--- config.mk ---
export PLATFORM = sky130hd
export DESIGN_NAME = regfile_wr_arbiter
export DESIGN_NICKNAME = d
export VERILOG_FILES = /design/src/rtl/regfile_wr_arbiter_pkg.sv /design/src/rtl/regfile_wr_arbiter_rr_arb2.sv /design/src/rtl/regfile_wr_arbiter.sv
export SDC_FILE = /design/constraint.sdc
export NUM_CORES = 1
export LEC_CHECK = 0
export ABC_AREA = 1
export BUFFER_PORTS_ARGS = -buffer_cell sky130_fd_sc_hd__buf_2
export CORE_UTILIZATION = 30
export CTS_BUF_LIST = sky130_fd_sc_hd__clkbuf_16
export CTS_CLUSTER_DIAMETER = 60
export DETAILED_ROUTE_END_ITERATION = 8
export PLACE_DENSITY = 0.63
export SYNTH_ARGS = -nofsm -noshare
export SYNTH_HDL_FRONTEND = slang
export SYNTH_HIERARCHICAL = 1
export SYNTH_SLANG_ARGS = --single-unit
--- constraint.sdc ---
create_clock -name clk -period 1.2 [get_ports clk]
set_clock_uncertainty 0.1 [all_clocks]
set_input_delay 0.12 -clock clk [delete_from_list [all_inputs] [get_ports clk]]
set_output_delay 0.12 -clock clk [all_outputs]
set_load 0.05 [all_outputs]
--- src/rtl/regfile_wr_arbiter_pkg.sv ---
// Shared constants and types for the register-file write-port arbiter.
package regfile_pkg;

    localparam int DATA_W   = 4;
    localparam int ADDR_W   = 2;
    localparam int NUM_REGS = 2 ** ADDR_W;

    localparam logic [DATA_W-1:0] INIT_R0 = 4'h2;
    localparam logic [DATA_W-1:0] INIT_R1 = 4'h1;

    typedef enum logic {
        INIT = 1'b0,
        ARB  = 1'b1
    } arb_state_t;

    localparam int REQ_WB = 0;
    localparam int REQ_LD = 1;

endpackage

--- src/rtl/regfile_wr_arbiter_rr_arb2.sv ---
// Two-way round-robin arbiter; a tie goes to the requester that did not win last.
module rr_arb2
    import regfile_pkg::*;
(
    input  logic       clk,
    input  logic       rst_n,
    input  logic [1:0] req_i,
    input  logic       upd_i,
    output logic [1:0] gnt_o
);

    logic last_gnt_q;
    logic last_gnt_d;

    // One-hot grant from the current requests and the last winner
    always_comb begin
        gnt_o = 2'b00;
        case (req_i)
            2'b01:   gnt_o = 2'b01;
            2'b10:   gnt_o = 2'b10;
            2'b11:   gnt_o = (last_gnt_q == 1'(REQ_LD)) ? 2'b01 : 2'b10;
            default: gnt_o = 2'b00;
        endcase
    end

    // Remember the winner only when a transfer actually happened
    always_comb begin
        if (upd_i) begin
            last_gnt_d = gnt_o[REQ_LD];
        end else begin
            last_gnt_d = last_gnt_q;
        end
    end

    // Last-winner register; resetting to LD hands the first tie to WB
    always_ff @(posedge clk or negedge rst_n) begin
        if (!rst_n) begin
            last_gnt_q <= 1'(REQ_LD);
        end else begin
            last_gnt_q <= last_gnt_d;
        end
    end

endmodule

--- src/rtl/regfile_wr_arbiter.sv ---
// Write-port controller for the register file: round-robin between writeback and load.
// Define REGARB_INIT_EN to compile in the post-reset boot-value walk.
module regfile_wr_arbiter
    import regfile_pkg::*;
#(
    parameter int                DATA_W  = regfile_pkg::DATA_W,
    parameter int                ADDR_W  = regfile_pkg::ADDR_W,
    parameter logic [DATA_W-1:0] INIT_R0 = regfile_pkg::INIT_R0,
    parameter logic [DATA_W-1:0] INIT_R1 = regfile_pkg::INIT_R1
) (
    input  logic              clk,
    input  logic              rst_n,
    input  logic              wb_valid,
    input  logic [ADDR_W-1:0] wb_addr,
    input  logic [DATA_W-1:0] wb_data,
    output logic              wb_ready,
    input  logic              ld_valid,
    input  logic [ADDR_W-1:0] ld_addr,
    input  logic [DATA_W-1:0] ld_data,
    output logic              ld_ready,
    output logic              rf_we,
    output logic [ADDR_W-1:0] rf_waddr,
    output logic [DATA_W-1:0] rf_wdata,
    output logic              init_done
);

    logic [1:0]        req_s;
    logic [1:0]        gnt_s;
    logic              arb_s;
    logic              xfer_s;
    logic [ADDR_W-1:0] win_addr_s;
    logic [DATA_W-1:0] win_data_s;

    logic              rf_we_q;
    logic [ADDR_W-1:0] rf_waddr_q;
    logic [DATA_W-1:0] rf_wdata_q;

    assign req_s    = {ld_valid, wb_valid};
    assign wb_ready = arb_s & gnt_s[REQ_WB];
    assign ld_ready = arb_s & gnt_s[REQ_LD];
    assign xfer_s   = (wb_valid & wb_ready) | (ld_valid & ld_ready);

    rr_arb2 u_arb (
        .clk   (clk),
        .rst_n (rst_n),
        .req_i (req_s),
        .upd_i (xfer_s),
        .gnt_o (gnt_s)
    );

    // Address/data of whichever requester holds the grant
    always_comb begin
        if (gnt_s[REQ_LD]) begin
            win_addr_s = ld_addr;
            win_data_s = ld_data;
        end else begin
            win_addr_s = wb_addr;
            win_data_s = wb_data;
        end
    end

    assign rf_we    = rf_we_q;
    assign rf_waddr = rf_waddr_q;
    assign rf_wdata = rf_wdata_q;

`ifdef REGARB_INIT_EN
    localparam int NUM_REGS = 2 ** ADDR_W;

    arb_state_t        state_q;
    logic [ADDR_W-1:0] cnt_q;
    logic [DATA_W-1:0] boot_s;
    logic              init_done_q;

    assign arb_s     = (state_q == ARB);
    assign init_done = init_done_q;

    // Boot value for the register currently being walked
    always_comb begin
        case (cnt_q)
            ADDR_W'(0): boot_s = INIT_R0;
            ADDR_W'(1): boot_s = INIT_R1;
            default:    boot_s = {DATA_W{1'b0}};
        endcase
    end

    // Init walk then arbitration; drives the registered write port
    always_ff @(posedge clk or negedge rst_n) begin
        if (!rst_n) begin
            state_q     <= INIT;
            cnt_q       <= {ADDR_W{1'b0}};
            init_done_q <= 1'b0;
            rf_we_q     <= 1'b0;
            rf_waddr_q  <= {ADDR_W{1'b0}};
            rf_wdata_q  <= {DATA_W{1'b0}};
        end else begin
            case (state_q)
                INIT: begin
                    rf_we_q    <= 1'b1;
                    rf_waddr_q <= cnt_q;
                    rf_wdata_q <= boot_s;
                    cnt_q      <= cnt_q + ADDR_W'(1);
                    if (cnt_q == ADDR_W'(NUM_REGS - 1)) begin
                        state_q     <= ARB;
                        init_done_q <= 1'b1;
                    end else begin
                        state_q     <= INIT;
                        init_done_q <= 1'b0;
                    end
                end
                ARB: begin
                    rf_we_q <= xfer_s;
                    if (xfer_s) begin
                        rf_waddr_q <= win_addr_s;
                        rf_wdata_q <= win_data_s;
                    end else begin
                        rf_waddr_q <= rf_waddr_q;
                        rf_wdata_q <= rf_wdata_q;
                    end
                end
                default: begin
                    state_q     <= INIT;
                    cnt_q       <= {ADDR_W{1'b0}};
                    init_done_q <= 1'b0;
                    rf_we_q     <= 1'b0;
                end
            endcase
        end
    end
`else
    logic unused_boot_s;

    // Boot values only matter to the init walk
    assign unused_boot_s = ^{INIT_R0, INIT_R1};
    assign arb_s         = 1'b1;
    assign init_done     = 1'b1;

    // Registered write port: strobe on transfer, otherwise hold address/data
    always_ff @(posedge clk or negedge rst_n) begin
        if (!rst_n) begin
            rf_we_q    <= 1'b0;
            rf_waddr_q <= {ADDR_W{1'b0}};
            rf_wdata_q <= {DATA_W{1'b0}};
        end else begin
            rf_we_q <= xfer_s;
            if (xfer_s) begin
                rf_waddr_q <= win_addr_s;
                rf_wdata_q <= win_data_s;
            end else begin
                rf_waddr_q <= rf_waddr_q;
                rf_wdata_q <= rf_wdata_q;
            end
        end
    end
`endif

endmodule

==> flow_summary.toml <==
[status]
status = "complete, but fails checks"
violations = "negative setup slack"

[cts]
cts_tree = "done"
cts_root_buf = "clkbuf_16"
path_clk_slew_ns = 0.04
cts_max_path_buffers = 2
clkSinkCount = 8
clock_latency_ns = 0.23
h-tree-depth = 1
cts_made_buffers = 3

[timing]
period_share_pct = 116
timing.final.max_slew_violations = 0
setup_ws_ns = -0.193
fin_crit_ns = 1.39
max_freq_mhz = 718
hold_violations = 0
setup_viol = 10
rsz0062_at_grt = "yes"

[route]
drt_iter0_drc = 12
drc = 0
ant_nets = 0
viasPerCell = 4.44
finalWirelength_um = 1310
num_vias = 480
dr.pass1.iters = 4
routedWlPerCell_um = 12.1

[setup_path]
critPathKind = "flip-flop to output port"
worst_setup_path_end_kind = "output port"
required_ns = 0.98
cp_max_fo = 5
cp-start-kind = "flip-flop"
critPathArrivalTime_ns = 1.17

[yosys]
yosys-top-cells-area = "dfrtp_1 38%, nand2_1 27%, nand2_8 8.7%, nand3_1 7.6%, dfstp_2 5.7%"
synth_cell_types = 13
syn-cell-area_sq_um = 459
ys_warn_count = 6
postSynthCellCount = 59
yosysTopAreaCell = "dfrtp_1"
yosys.area.top_type_share_pct = 38.1
syn_avg_cell_area_sq_um = 7.78
ys_ff_latch = 8
yosysSeqAreaShare_pct = 43.9
syn_nets = 75

[die]
die-area_sq_um = 1690
initial_core_util_pct = 33.6
die_w_um = 41.1
ioPinCount = 26
design.core.area_sq_um = 1370
die_h_um = 41.1
rows = 13

[pwr]
power_leakage_nw = 0.447
p_per_area_nw_per_um2 = 1910
ir_drop_mv = 1.01
p_total_mw = 1.51

[place]
place.gp.congestion = 0.701
port_buffers = 24
hpwl_um = 849

[global_route]
antenna_found_initial = 0
grt_max_degree = 10
grtUsageTotal_pct = 16.7
grt_pass1_vias = 409
grt_pass1_wl_um = 1720
grt-ovfl-total = 0

[finish]
synthToLayoutAreaGrowth_pct = 71.4
final_cell_mix = "25 x nand2_1, 22 x buf_2, 8 x nand2_2"
multi_input_comb_area_sq_um = 278
seq_area_sq_um = 201
drive_gt1_share_pct = 55.9
diodes = 0
nFillCells = 128
nets = 110
final_core_util_pct = 57.6
layout_commonest_cell = "nand2_1"

[worst_hold_path]
hold_path_class = "input port to flip-flop"

[flow_run]
cap_violations = 0
-- worst max-delay path, cell delays in order, from the launching register on --
cell     delay [ns]
dfstp_2        0.55
nand2_2        0.06
and2_4         0.18
buf_8          0.16
-- routing by layer --
layer / share of wire [%] / up-vias / wire [um] / global-route usage [%]
met5: 0 / - / 0 / 0
met4: 0.54 / 0 / 7 / 7.26
met3: 7.7 / 2 / 100 / 6.52
met2: 48 / 18 / 622 / 27.0
met1: 44 / 209 / 575 / 19.3
li1: - / 251 / - / -
-- cell usage after synthesis (all sizes together) --
master  instances
conb            1
nand3           7
a21boi          1
dfrtp           7
nand2          36
dfstp           1
inv             3
buf             2
and2            1
-- power breakdown --
part	leakage, nW	total, mW	internal, mW	switching [mW]
Combinational	0.307	0.559	0.174	0.384
Clock	0.0423	0.574	0.435	0.139
Sequential	0.0977	0.374	0.336	0.0379
Total	0.447	1.51	0.945	0.562
-- final timing paths --
path	start	endpoint	slack [ns]	cells past startpoint
worst max-delay path	u_arb/last_gnt_q$_DFFE_PN1P_	ld_ready	-0.19	3
worst min-delay path	wb_addr[0]	rf_waddr[0]$_DFFE_PN0P_	0.08	5
worst max register to register	u_arb/last_gnt_q$_DFFE_PN1P_	u_arb/last_gnt_q$_DFFE_PN1P_	-0.17	7
worst min register to register	u_arb/last_gnt_q$_DFFE_PN1P_	u_arb/last_gnt_q$_DFFE_PN1P_	0.38	2
max in group asynchronous	rst_n	u_arb/last_gnt_q$_DFFE_PN1P_	0.57	2
min in group asynchronous	rst_n	rf_we$_DFF_PN0_	0.19	2
-- what timing repair did --
item                       4_1_cts  5_1_grt
setup endpoints to repair        9       10
setup buffers                    4        0
cloned                           0        1
gates resized for setup          7        8
pin swaps                        2        8
hold endpoints to repair         8        0
hold buffers                     1        0
-- state kept, by name (all words and copies together) (netlist names) --
signal	flops
rf_wdata	4
u_arb/last_gnt_q	1
rf_waddr	2
rf_we	1
-- stage by stage --
step | cells | setup WS [ns] | hold WS (ns) | area [sq um] | setup TNS (ns)
after global routing | 108 | -0.217 | 0.106 | 787 | -1.92
after CTS | 107 | -0.176 | 0.0768 | 754 | -1.41
after global placement | 98 | -0.0797 | -0.129 | 613 | -0.528
after detailed placement | 98 | -0.0979 | -0.125 | 613 | -0.713
after floorplan | 59 | -0.282 | -0.276 | 478 | -2.09
final | 108 | -0.193 | 0.0774 | 787 | -1.60
-- final cells by class --
type | instances | share of cell area, %
flip-flops and latches | 8 | 25.6
well taps | 15 | 2.38
clock inverters | 1 | 0.477
multi-input cells | 47 | 35.3
clock buffers | 3 | 9.54
repair buffers | 31 | 25.3
inverters | 3 | 1.43
-- logic make-up after synthesis --
logic type,after synthesis,share of synthesized area [%]
AO/OA/AOI/OAI,1,1.64
buffers and inverters,5,6.54
flip-flops,8,43.9
other,1,0.817
AND/OR/NAND/NOR,44,47.1
Power figures use the tool's default switching activity.
